## src/rtl/writeback_stage_pkg.sv

```systemverilog
// Shared pipeline definitions: opcode width and encodings, load funct3 encodings,
// and the writeback FSM state type.
package writeback_stage_pkg;

  localparam int OPCODE_WIDTH = 7;

  localparam logic [OPCODE_WIDTH-1:0] OPC_LOAD   = 7'b0000011;
  localparam logic [OPCODE_WIDTH-1:0] OPC_STORE  = 7'b0100011;
  localparam logic [OPCODE_WIDTH-1:0] OPC_ITYPE  = 7'b0010011;
  localparam logic [OPCODE_WIDTH-1:0] OPC_RTYPE  = 7'b0110011;
  localparam logic [OPCODE_WIDTH-1:0] OPC_LUI    = 7'b0110111;
  localparam logic [OPCODE_WIDTH-1:0] OPC_AUIPC  = 7'b0010111;
  localparam logic [OPCODE_WIDTH-1:0] OPC_JAL    = 7'b1101111;
  localparam logic [OPCODE_WIDTH-1:0] OPC_JALR   = 7'b1100111;
  localparam logic [OPCODE_WIDTH-1:0] OPC_BRANCH = 7'b1100011;

  localparam logic [2:0] F3_LB  = 3'b000;
  localparam logic [2:0] F3_LH  = 3'b001;
  localparam logic [2:0] F3_LW  = 3'b010;
  localparam logic [2:0] F3_LBU = 3'b100;
  localparam logic [2:0] F3_LHU = 3'b101;

  typedef enum logic [1:0] {
    ST_IDLE     = 2'd0,
    ST_WAIT_ACK = 2'd1,
    ST_WRITE    = 2'd2
  } wb_state_e;

  function automatic logic is_load(input logic [OPCODE_WIDTH-1:0] opcode);
    return opcode == OPC_LOAD;
  endfunction

endpackage

```

## src/rtl/writeback_stage_load_extend.sv

```systemverilog
// Combinational load lane select and sign/zero extension.
module load_extend
  import writeback_stage_pkg::*;
#(
  parameter int DWIDTH      = 32,
  parameter int FUNCT_WIDTH = 3
) (
  input  logic [FUNCT_WIDTH-1:0] funct3_i,
  input  logic [1:0]             byte_off_i,
  input  logic [DWIDTH-1:0]      load_data_i,
  output logic [DWIDTH-1:0]      ext_data_o
);

  logic [DWIDTH-1:0] byte_sh_s;
  logic [DWIDTH-1:0] half_sh_s;

  // Halfword lanes are aligned on byte_off[1]; byte_off[0] does not matter.
  assign byte_sh_s = load_data_i >> {byte_off_i, 3'b000};
  assign half_sh_s = load_data_i >> {byte_off_i[1], 4'b0000};

  always_comb begin
    ext_data_o = load_data_i;
    case (funct3_i)
      FUNCT_WIDTH'(F3_LB):  ext_data_o = {{(DWIDTH-8){byte_sh_s[7]}}, byte_sh_s[7:0]};
      FUNCT_WIDTH'(F3_LBU): ext_data_o = {{(DWIDTH-8){1'b0}}, byte_sh_s[7:0]};
      FUNCT_WIDTH'(F3_LH):  ext_data_o = {{(DWIDTH-16){half_sh_s[15]}}, half_sh_s[15:0]};
      FUNCT_WIDTH'(F3_LHU): ext_data_o = {{(DWIDTH-16){1'b0}}, half_sh_s[15:0]};
      FUNCT_WIDTH'(F3_LW):  ext_data_o = load_data_i;
      default:              ext_data_o = load_data_i;
    endcase
  end

endmodule

```

## src/rtl/writeback_stage.sv

```systemverilog
// Pipeline writeback stage: waits for load data, extends it, and issues one
// register-file write per instruction. WB_RETIRE_CNT_EN adds a retirement counter.
module writeback_stage
  import writeback_stage_pkg::*;
#(
  parameter int DWIDTH      = 32,
  parameter int AWIDTH      = 5,
  parameter int FUNCT_WIDTH = 3
) (
  input  logic                    wb_clk,
  input  logic                    wb_rst,
  input  logic                    wb_i_ce,
  input  logic                    wb_i_stall,
  input  logic                    wb_i_flush,
  input  logic [OPCODE_WIDTH-1:0] wb_i_opcode,
  input  logic [FUNCT_WIDTH-1:0]  wb_i_funct3,
  input  logic [1:0]              wb_i_byte_off,
  input  logic [AWIDTH-1:0]       wb_i_rd_addr,
  input  logic [DWIDTH-1:0]       wb_i_rd_data,
  input  logic                    wb_i_rd_we,
  input  logic                    wb_i_ack,
  input  logic [DWIDTH-1:0]       wb_i_load_data,
  output logic [AWIDTH-1:0]       wb_o_rd_addr,
  output logic [DWIDTH-1:0]       wb_o_rd_data,
  output logic                    wb_o_rd_we,
  output logic                    wb_o_stall,
  output logic                    wb_o_ce
`ifdef WB_RETIRE_CNT_EN
  ,
  output logic [31:0]             wb_o_retire_cnt
`endif
);

  wb_state_e              state_q, state_d;
  logic [AWIDTH-1:0]      pend_addr_q, pend_addr_d;
  logic [DWIDTH-1:0]      pend_data_q, pend_data_d;
  logic                   pend_we_q, pend_we_d;
  logic [FUNCT_WIDTH-1:0] pend_f3_q, pend_f3_d;
  logic [1:0]             pend_off_q, pend_off_d;
  logic                   stall_q;
  logic [AWIDTH-1:0]      last_addr_q;
  logic [DWIDTH-1:0]      last_data_q;

  logic [FUNCT_WIDTH-1:0] ext_f3_s;
  logic [1:0]             ext_off_s;
  logic [DWIDTH-1:0]      ext_data_s;
  logic                   fire_s;
  logic                   rd_we_s;

  // A same-cycle ack in IDLE extends with the live inputs, otherwise with the latched ones.
  assign ext_f3_s  = (state_q == ST_IDLE) ? wb_i_funct3   : pend_f3_q;
  assign ext_off_s = (state_q == ST_IDLE) ? wb_i_byte_off : pend_off_q;

  load_extend #(
    .DWIDTH      (DWIDTH),
    .FUNCT_WIDTH (FUNCT_WIDTH)
  ) u_load_extend (
    .funct3_i    (ext_f3_s),
    .byte_off_i  (ext_off_s),
    .load_data_i (wb_i_load_data),
    .ext_data_o  (ext_data_s)
  );

  // Next-state and pending-field capture.
  always_comb begin
    state_d     = state_q;
    pend_addr_d = pend_addr_q;
    pend_data_d = pend_data_q;
    pend_we_d   = pend_we_q;
    pend_f3_d   = pend_f3_q;
    pend_off_d  = pend_off_q;
    case (state_q)
      ST_IDLE: begin
        if (wb_i_ce && is_load(wb_i_opcode)) begin
          pend_addr_d = wb_i_rd_addr;
          pend_we_d   = 1'b1;
          pend_f3_d   = wb_i_funct3;
          pend_off_d  = wb_i_byte_off;
          if (wb_i_ack) begin
            pend_data_d = ext_data_s;
            state_d     = ST_WRITE;
          end else begin
            state_d     = ST_WAIT_ACK;
          end
        end else if (wb_i_ce && !wb_i_stall) begin
          pend_addr_d = wb_i_rd_addr;
          pend_data_d = wb_i_rd_data;
          pend_we_d   = wb_i_rd_we;
          state_d     = ST_WRITE;
        end else begin
          state_d     = ST_IDLE;
        end
      end
      ST_WAIT_ACK: begin
        if (wb_i_ack) begin
          pend_data_d = ext_data_s;
          state_d     = ST_WRITE;
        end else begin
          state_d     = ST_WAIT_ACK;
        end
      end
      ST_WRITE: begin
        if (!wb_i_stall) begin
          state_d = ST_IDLE;
        end else begin
          state_d = ST_WRITE;
        end
      end
      default: state_d = ST_IDLE;
    endcase
    if (wb_i_flush) begin
      state_d = ST_IDLE;
    end else begin
      state_d = state_d;
    end
  end

  assign fire_s  = (state_q == ST_WRITE) && !wb_i_stall && !wb_i_flush;
  assign rd_we_s = fire_s && pend_we_q && (pend_addr_q != {AWIDTH{1'b0}});

  // State, pending fields and last-written values.
  always_ff @(posedge wb_clk) begin
    if (wb_rst) begin
      state_q     <= ST_IDLE;
      pend_addr_q <= {AWIDTH{1'b0}};
      pend_data_q <= {DWIDTH{1'b0}};
      pend_we_q   <= 1'b0;
      pend_f3_q   <= {FUNCT_WIDTH{1'b0}};
      pend_off_q  <= 2'b00;
      stall_q     <= 1'b0;
      last_addr_q <= {AWIDTH{1'b0}};
      last_data_q <= {DWIDTH{1'b0}};
    end else begin
      state_q     <= state_d;
      pend_addr_q <= pend_addr_d;
      pend_data_q <= pend_data_d;
      pend_we_q   <= pend_we_d;
      pend_f3_q   <= pend_f3_d;
      pend_off_q  <= pend_off_d;
      stall_q     <= (state_d == ST_WAIT_ACK);
      if (rd_we_s) begin
        last_addr_q <= pend_addr_q;
        last_data_q <= pend_data_q;
      end
    end
  end

  // Address/data only move on a real write so the register file sees stable values otherwise.
  assign wb_o_rd_addr = rd_we_s ? pend_addr_q : last_addr_q;
  assign wb_o_rd_data = rd_we_s ? pend_data_q : last_data_q;
  assign wb_o_rd_we   = rd_we_s;
  assign wb_o_ce      = fire_s;
  assign wb_o_stall   = stall_q;

`ifdef WB_RETIRE_CNT_EN
  logic [31:0] retire_cnt_q;

  // Retirement counter, wraps naturally.
  always_ff @(posedge wb_clk) begin
    if (wb_rst) begin
      retire_cnt_q <= 32'd0;
    end else if (fire_s) begin
      retire_cnt_q <= retire_cnt_q + 32'd1;
    end
  end

  assign wb_o_retire_cnt = retire_cnt_q;
`endif

endmodule

```

## config.mk

```make
export PLATFORM = sky130hd
export DESIGN_NAME = writeback_stage
export DESIGN_NICKNAME = d
export VERILOG_FILES = /design/src/rtl/writeback_stage_pkg.sv /design/src/rtl/writeback_stage_load_extend.sv /design/src/rtl/writeback_stage.sv
export SDC_FILE = /design/constraint.sdc
export NUM_CORES = 1
export LEC_CHECK = 0
export ABC_CLOCK_PERIOD_IN_PS = 3800
export BUFFER_PORTS_ARGS = -buffer_cell sky130_fd_sc_hd__buf_4
export CAP_MARGIN = 20
export CORE_ASPECT_RATIO = 2
export CORE_MARGIN = 8
export CORE_UTILIZATION = 53
export DETAILED_ROUTE_END_ITERATION = 10
export GPL_TIMING_DRIVEN = 0
export HOLD_SLACK_MARGIN = 0.12
export PLACE_DENSITY = 0.88
export SYNTH_ARGS = -nofsm -noshare
export SYNTH_HDL_FRONTEND = slang
export SYNTH_HIERARCHICAL = 1
export SYNTH_SLANG_ARGS = --single-unit
```

## constraint.sdc

```tcl
create_clock -name wb_clk -period 3.8 [get_ports wb_clk]
set_input_delay 0.76 -clock wb_clk [delete_from_list [all_inputs] [get_ports wb_clk]]
set_output_delay 0.76 -clock wb_clk [all_outputs]
set_load 0.005 [all_outputs]
```

==> impl_metrics.json, run 1 <==
{
  "dp_hpwl_um": 10900,
  "grt_use_met3_pct": 4.22,
  "track_usage_pct": 22.9,
  "crit_type": "flip-flop to flip-flop",
  "fmax_mhz": 316,
  "final_max_slew_viol_count": 0,
  "path_clk_slew_ns": 0.06,
  "clock-sinks": 83,
  "final.setup.tns_ns": 0,
  "hold_path.class": "flip-flop to flip-flop",
  "critPathArrivalTime_ns": 3.39,
  "ant_nets": 0,
  "top_usage_layer": "met2",
  "ys_seq_area_share_pct": 36.3,
  "io_buffer_count": 126,
  "grt_pass1_wl_um": 21300,
  "synthesis.nets": 547,
  "synth-simple-area-share_pct": 15.9,
  "hold_violations": 0,
  "finalNetCount": 684,
  "synth_ff_type": "dfxtp_1",
  "cts_resized": 0,
  "met1_usage_pct": 22.5,
  "fin_crit_ns": 3.16,
  "intPower_mw": 1.57,
  "clkPwrFrac_pct": 41.5,
  "power_frac_seq_pct": 43.9,
  "grt_use_met2_pct": 40.6,
  "cap_violations": 0,
  "synth-edff-count": 0,
  "setup_violations": 0,
  "synth_xor_area_share_pct": 0,
  "r2r-start": "state_q[0]",
  "cp_max_fo": 10,
  "drt-pass1-iter-count": 5,
  "wl_per_cell_um": 19.6,
  "drt_iter0_drc": 177,
  "clock_latency_ns": 0.34,
  "grt.overflow.total": 0,
  "worstMarginPinSlew_ns": 0.590,
  "place_congestion": 0.934,
  "clockBufferDepth": 2,
  "switching_share_pct": 24.0,
  "die-width_um": 81.7,
  "synth_adder_area_share_pct": 0,
  "ioPinCount": 128,
  "mostFrequentLayoutCell": "buf_4",
  "antenna_found_initial": 0,
  "synth_top_family_by_area": "multiplexers",
  "fin_ws_ns": 0.636,
  "power.leakage_nw": 2.67,
  "holdBufCountCts": 0,
  "synth_cell_types": 44,
  "htreeDepth": 3,
  "synth_compound_area_share_pct": 13.7,
  "grt_max_degree": 13,
  "final_cell_mix": "buf_4, dfxtp_1, nand2_1",
  "yosysWarnings": 6,
  "timing.final.crit_share_pct": 83.3,
  "grt_pass1_vias": 4317,
  "comb_power_share_pct": 14.6,
  "start_util_pct": 53.6,
  "cts_tree": "yes",
  "synthArstFlopShare_pct": 0,
  "syn_area_um2": 4570,
  "slew_headroom_pct": 60.7,
  "die_area_um2": 12000,
  "rows": 48,
  "core_um2": 8530,
  "routed_wl_um": 13700,
  "yosys-mux-area-fraction_pct": 29.3,
  "numCtsBuffers": 9,
  "run_status": "finished clean",
  "clockRootBuffer": "clkbuf_16",
  "startpoint": "state_q[0]",
  "post_cts_buffers": 0,
  "fin_worst_skew_ns": 0.00475,
  "cp-start-kind": "flip-flop",
  "vias": 3996,
  "ir_drop_mv": 0.283,
  "synth.avg_cell_area_um2": 9.96,
  "ys_ff_latch": 83,
  "syn_inst": 459,
  "synthToLayoutAreaGrowth_pct": 29.7,
  "hp-start": "pend_data_q[9]",
  "crit_path_end_kind": "flip-flop",
  "post-place-ws_ns": 0.679,
  "diodes": 0,
  "drc_errors": 0,
  "die_y_um": 147,
  "rsz0062_at_grt": "no",
  "cp.required_ns": 4.02,
  "avgViaCountPerCell": 5.70,
  "power_density_nw_per_um2": 348,
  "drive_above_1_share_pct": 39.3,
  "fillCellCount": 661,
  "p_switching_mw": 0.496
}
cell type report:
type                            instances  area [um^2]  area share [%]
Buffer                                 32          201            3.40
Clock buffer                           14          254            4.28
Clock inverter                          2         35.0           0.591
Inverter                                5         18.8           0.316
Multi-Input combinational cell        339         2690            45.3
Sequential cell                        83         1660            28.0
Tap cell                              100          125            2.11
Timing Repair Buffer                  126          946            15.9
state kept, by name, indices dropped and copies added, names as in the netlist:
name / count
pend_off_q: 2
pend_f3_q: 3
pend_addr_q: 5
state_q: 2
wb_o_stall: 1
last_data_q: 32
last_addr_q: 5
pend_we_q: 1
pend_data_q: 32
power groups by stage:
stage	clock network (mW)	registers, mW	logic (mW)
6_report	0.857	0.908	0.301
3_5_place_dp	0	0.927	0.297
3_3_place_gp	0	0.925	0.290
4_1_cts	0.869	0.908	0.300
5_1_grt	0.903	0.910	0.327
2_1_floorplan	0	0.921	0.169
path summary, 6_finish.rpt:
check,endpoint,slack (ns),cells after the start
worst max-delay path,pend_data_q[24],0.64,13
worst min-delay path,pend_data_q[9],0.48,1
worst max register to register,pend_data_q[24],0.64,13
worst min register to register,pend_data_q[9],0.48,1
synth_stat cells, drive strengths merged (3+ instances only):
cell,n,area (um^2)
a22oi,8,60.1
mux2,74,905
clkbuf,18,67.6
buf,14,134
nand2b,3,18.8
mux2i,41,410
o211ai,4,35.0
nor2b,4,25.0
and2,37,231
a21oi,13,65.1
nand2,62,238
o21ai,17,96.3
dfxtp,83,1660
nor2,12,45.0
nand3,10,50.1
inv,5,18.8
o2bb2ai,32,280
worst max-delay path, cell delays in order (launching register included):
cell,delay [ns]
dfxtp_1,0.44
inv_1,0.13
nand2_1,0.12
clkbuf_1,0.35
nand2_1,0.09
nand2_1,0.13
mux4_2,0.59
nor3b_4,0.19
o21bai_4,0.24
buf_6,0.18
nand2_1,0.06
mux2_2,0.27
mux2i_1,0.16
o2bb2ai_1,0.10
logic make-up after synthesis:
| group | after synthesis |
|---|---|
| AND/OR/NAND/NOR | 139 |
| multiplexers | 116 |
| AO/OA/AOI/OAI | 84 |
| flip-flops | 83 |
| buffers and inverters | 37 |
through the flow:
stage | hold slack (ns) | std cells | area [um^2] | utilization, % | total power, mW
3_5_place_dp | 0.471 | 685 | 5640 | 66.2 | 1.22
4_1_cts | 0.484 | 701 | 5930 | 69.6 | 2.08
3_3_place_gp | 0.463 | 685 | 5640 | 66.2 | 1.22
5_1_grt | 0.494 | 701 | 5930 | 69.6 | 2.14
6_report | 0.479 | 701 | 5930 | 69.6 | 2.07
2_1_floorplan | 0.446 | 459 | 4570 | - | 1.09
layer usage:
layer | vias up | part of all wire (%)
li1 | 1916 | -
met1 | 1894 | 34
met2 | 145 | 55
met3 | 41 | 5.0
met4 | 0 | 5.4
met5 | - | 0
Note: power is estimated with default switching activity, not from simulation.
==> run 2, diff against run 1 <==
--- a/config.mk
+++ b/config.mk
@@ -5,7 +5,7 @@
 export SDC_FILE = /design/constraint.sdc
 export NUM_CORES = 1
 export LEC_CHECK = 0
-export ABC_CLOCK_PERIOD_IN_PS = 3800
+export ABC_CLOCK_PERIOD_IN_PS = 2950
 export BUFFER_PORTS_ARGS = -buffer_cell sky130_fd_sc_hd__buf_4
 export CAP_MARGIN = 20
 export CORE_ASPECT_RATIO = 2
==> constraint.sdc (replaced) <==
create_clock -name wb_clk -period 2.95 [get_ports wb_clk]
set_input_delay 0.59 -clock wb_clk [delete_from_list [all_inputs] [get_ports wb_clk]]
set_output_delay 0.59 -clock wb_clk [all_outputs]
set_load 0.005 [all_outputs]
==> impl_metrics.json, run 2 (synthesis results as in run 1) <==
{
  "avgViaCountPerCell": 5.68,
  "power.leakage_nw": 2.68,
  "grt_pass1_vias": 4310,
  "fmax_mhz": 350,
  "grt.overflow.total": 0,
  "run_status": "finished clean",
  "start_util_pct": 53.6,
  "hold_violations": 0,
  "wl_per_cell_um": 19.5,
  "fin_crit_ns": 2.86,
  "clock_latency_ns": 0.34,
  "mostFrequentLayoutCell": "buf_4",
  "crit_path_end_kind": "output port",
  "fillCellCount": 657,
  "setup_violations": 0,
  "path_clk_slew_ns": 0.06,
  "clockBufferDepth": 2,
  "reg.largest.list": "last_data_q x32, pend_data_q x32",
  "cp-endpoint": "wb_o_rd_data[19]",
  "dp_hpwl_um": 10900,
  "place_congestion": 0.934,
  "grt_max_degree": 13,
  "die_y_um": 147,
  "numCtsBuffers": 9,
  "cap_violations": 0,
  "ir_drop_mv": 0.364,
  "grt_pass1_wl_um": 21300,
  "startpoint": "pend_addr_q[0]",
  "drt_iter0_drc": 189,
  "ioPinCount": 128,
  "io_buffer_count": 126,
  "synthToLayoutAreaGrowth_pct": 30.2,
  "hold_path.class": "input port to flip-flop",
  "drc_errors": 0,
  "timing.final.crit_share_pct": 96.9,
  "critPathArrivalTime_ns": 2.27,
  "rows": 48,
  "routed_wl_um": 13700,
  "cp-start-kind": "flip-flop",
  "clockRootBuffer": "clkbuf_16",
  "die_area_um2": 12000,
  "clock-sinks": 83,
  "finalNetCount": 684,
  "track_usage_pct": 22.9,
  "final_max_slew_viol_count": 0,
  "final_cell_mix": "buf_4, dfxtp_1, nand2_1",
  "cp.required_ns": 2.36,
  "holdBufCountCts": 0,
  "r2r-start": "state_q[1]",
  "rsz0062_at_grt": "no",
  "worst_r2r_endpoint": "pend_data_q[24]",
  "drive_above_1_share_pct": 40.1,
  "cp_max_fo": 10,
  "final.setup.tns_ns": 0,
  "core_um2": 8530,
  "fin_worst_skew_ns": 0.00523,
  "worstMarginPinSlew_ns": 0.595,
  "power_density_nw_per_um2": 447,
  "rr_worst_depth": 12,
  "vias": 3979,
  "ant_nets": 0,
  "cts_tree": "yes",
  "total_power_mw": 2.66,
  "drt-pass1-iter-count": 5,
  "die-width_um": 81.7,
  "slew_headroom_pct": 60.3,
  "htreeDepth": 3,
  "antenna_found_initial": 0,
  "regToRegSetupSlack_ns": 0.14,
  "crit_type": "flip-flop to output port",
  "diodes": 0
}
## run 2: cell count changes in the layout (fill, tap and decap cells not counted), sizes merged
cell,delta
clkbuf,-1
buf,+1
## run 2: power by group
part | leakage, nW | switching, mW | internal (mW)
combinational | 1.86 | 0.192 | 0.198
sequential | 0.674 | 0.0209 | 1.15
clock | 0.141 | 0.422 | 0.679
total | 2.68 | 0.636 | 2.03
## run 2: worst min path at each step
stage,from,cells after the start,endpoint,slack [ns]
floorplan,pend_data_q[0],1,pend_data_q[0],0.45
global placement,pend_data_q[7],1,pend_data_q[7],0.46
detailed placement,pend_data_q[13],1,pend_data_q[13],0.47
CTS,wb_rst,2,pend_we_q,0.45
global route,wb_rst,2,pend_we_q,0.46
finish,wb_rst,2,pend_we_q,0.47
## run 2: final cells by class
cell class	instances	area, um^2	area share (%)
multi-input combinational	339	2700	45.4
sequential	83	1660	27.9
timing repair buffer	127	953	16.0
clock buffer	14	254	4.27
buffer	31	201	3.39
tap	100	125	2.10
clock inverter	2	35.0	0.589
inverter	5	18.8	0.315
## run 2: metal layers
layer  vias to the layer above  global-route usage (%)  wire, um
met5                         -                       0         0
met4                         0                    16.2       770
met3                        43                    4.22       686
met2                       145                    40.6      7540
met1                      1875                    22.4      4650
li1                       1916                       -         -
## run 2: repair_timing
item / CTS / global route
endpoints found under the setup margin: 18 / 18
gates resized for setup: 2 / 5
cloned: 0 / 0
setup buffers: 0 / 1
hold endpoints to repair: 0 / 0
pin swaps: 0 / 0
## run 2: critical path, stage by stage (launching register included)
cell and delay (ns):
dfxtp_1 0.31, or4_1 0.54, o211ai_2 0.23, buf_6 0.22
buf_12 0.17, mux2_4 0.32, buf_4 0.14
## run 2: metrics by stage
step           setup slack, ns  hold slack [ns]  std cells  cell area [um^2]  util, %
2_1_floorplan            0.293            0.446        459              4570        -
3_3_place_gp           -0.0536            0.463        685              5640     66.2
3_5_place_dp            -0.171            0.471        685              5640     66.2
4_1_cts                 0.0298            0.454        700              5930     69.6
5_1_grt                0.00425            0.464        701              5950     69.8
6_report                0.0914            0.466        701              5950     69.8
==> run 3, diff against run 2 <==
--- a/config.mk
+++ b/config.mk
@@ -10,11 +10,13 @@
 export CAP_MARGIN = 20
 export CORE_ASPECT_RATIO = 2
 export CORE_MARGIN = 8
-export CORE_UTILIZATION = 53
+export CORE_UTILIZATION = 54
+export CTS_BUF_LIST = sky130_fd_sc_hd__clkbuf_4 sky130_fd_sc_hd__clkbuf_8
 export DETAILED_ROUTE_END_ITERATION = 10
 export GPL_TIMING_DRIVEN = 0
 export HOLD_SLACK_MARGIN = 0.12
-export PLACE_DENSITY = 0.88
+export PLACE_DENSITY = 0.89
+export SLEW_MARGIN = 20
 export SYNTH_ARGS = -nofsm -noshare
 export SYNTH_HDL_FRONTEND = slang
 export SYNTH_HIERARCHICAL = 1
==> impl_metrics.json, run 3 (synthesis results as in run 1) <==
{
  "run_status": "finished clean",
  "hold_violations": 0,
  "dp_hpwl_um": 11100,
  "mostFrequentLayoutCell": "buf_4",
  "final.setup.tns_ns": 0,
  "finalNetCount": 687,
  "final_cell_mix": "buf_4, dfxtp_1, nand2_1",
  "start_util_pct": 55.5,
  "track_usage_pct": 24.0,
  "crit_path_end_kind": "output port",
  "cap_violations": 0,
  "hold_path.class": "input port to flip-flop",
  "whs_ns": 0.430,
  "synthToLayoutAreaGrowth_pct": 28.8,
  "avgViaCountPerCell": 5.79,
  "ant_nets": 0,
  "setup_violations": 0,
  "fillCellCount": 662,
  "fin_cells": 702,
  "cts_tree": "yes",
  "reg.largest.list": "last_data_q x32, pend_data_q x32",
  "drt_iter0_drc": 214,
  "clockRootBuffer": "clkbuf_8",
  "final_max_slew_viol_count": 0,
  "grt_pass1_vias": 4408,
  "ir_drop_mv": 0.352,
  "drt-pass1-iter-count": 5,
  "place_congestion": 0.960,
  "power.leakage_nw": 2.65,
  "die-width_um": 81.1,
  "cp-start-kind": "flip-flop",
  "grt.overflow.total": 0,
  "die_area_um2": 11800,
  "diodes": 0,
  "holdBufCountCts": 0,
  "r2r-start": "state_q[1]",
  "grt_pass1_wl_um": 21900,
  "vias": 4068,
  "fin_crit_ns": 2.89,
  "startpoint": "pend_addr_q[0]",
  "fin_worst_skew_ns": 0.00734,
  "cp.required_ns": 2.36,
  "crit_type": "flip-flop to output port",
  "io_buffer_count": 126,
  "cp_max_fo": 10,
  "fin_area_um2": 5890,
  "clockBufferDepth": 2,
  "die_y_um": 146,
  "power_density_nw_per_um2": 394,
  "path_clk_slew_ns": 0.08,
  "drive_above_1_share_pct": 41.4,
  "antenna_found_initial": 0,
  "clock_latency_ns": 0.37,
  "rows": 47,
  "hp-start": "wb_rst",
  "slew_headroom_pct": 59.8,
  "timing.final.crit_share_pct": 97.8,
  "ioPinCount": 128,
  "fmax_mhz": 347,
  "routed_wl_um": 13900,
  "clock-sinks": 83,
  "place_inst": 683,
  "place_area_um2": 5640,
  "critPathArrivalTime_ns": 2.30,
  "total_power_mw": 2.32,
  "grt_max_degree": 14,
  "htreeDepth": 3,
  "wl_per_cell_um": 19.9,
  "core_um2": 8230,
  "numCtsBuffers": 9,
  "drc_errors": 0,
  "worstMarginPinSlew_ns": 0.604
}
[run 3: cell count changes in the layout (fill, tap and decap cells not counted), moves of 2 or more]
cell / delta
buf_4: +2
clkbuf_1: -4
clkbuf_16: -9
clkbuf_8: +10
clkinv_2: +3
[run 3: area by class of cell]
| class | count | area [um^2] | share of cell area (%) |
|---|---|---|---|
| well taps | 98 | 123 | 2.08 |
| plain buffers | 31 | 205 | 3.48 |
| flip-flops and latches | 83 | 1660 | 28.2 |
| multi-input cells | 339 | 2710 | 46.0 |
| clock buffers | 11 | 151 | 2.57 |
| inverters | 5 | 18.8 | 0.319 |
| clock inverters | 5 | 27.5 | 0.467 |
| repair buffers | 130 | 988 | 16.8 |
[run 3: worst paths after layout]
| kind | to | slack (ns) | cells past startpoint |
|---|---|---|---|
| min reg2reg | pend_data_q[9] | 0.49 | 1 |
| min | pend_we_q | 0.43 | 2 |
| max reg2reg | pend_data_q[18] | 0.09 | 12 |
| max | wb_o_rd_data[17] | 0.06 | 6 |
[run 3: metrics by stage]
step / worst slack [ns] / util, %
2_1_floorplan: 0.293 / -
3_3_place_gp: -0.0629 / 68.5
3_5_place_dp: -0.171 / 68.5
4_1_cts: 0.00637 / 71.0
5_1_grt: -0.00873 / 71.6
6_report: 0.0649 / 71.6
[run 3: timing repair]
action                                  4_1_cts  5_1_grt
pin swaps                                     0        1
endpoints found under the setup margin       35       44
buffers inserted                              2        2
hold endpoints to repair                      0        0
resized for setup                             2        9
[run 3: power breakdown]
part | leakage, nW | switching, mW | internal (mW)
clock | 0.0949 | 0.406 | 0.345
sequential | 0.674 | 0.0230 | 1.15
combinational | 1.88 | 0.196 | 0.202
[run 3: per-layer routing]
metal / track usage (%) / part of all wire [%] / wire length, um
met1: 22.5 / 34 / 4700
met2: 43.2 / 54 / 7550
met3: 4.55 / 5.1 / 708
met4: 17.7 / 7.1 / 985
met5: 0 / 0 / 0
[run 3: critical path, stage by stage, from the launching register on]
cell      delay, ns
dfxtp_2        0.34
or4_4          0.55
o211ai_4       0.24
buf_8          0.18
buf_12         0.15
mux2_4         0.31
buf_4          0.14
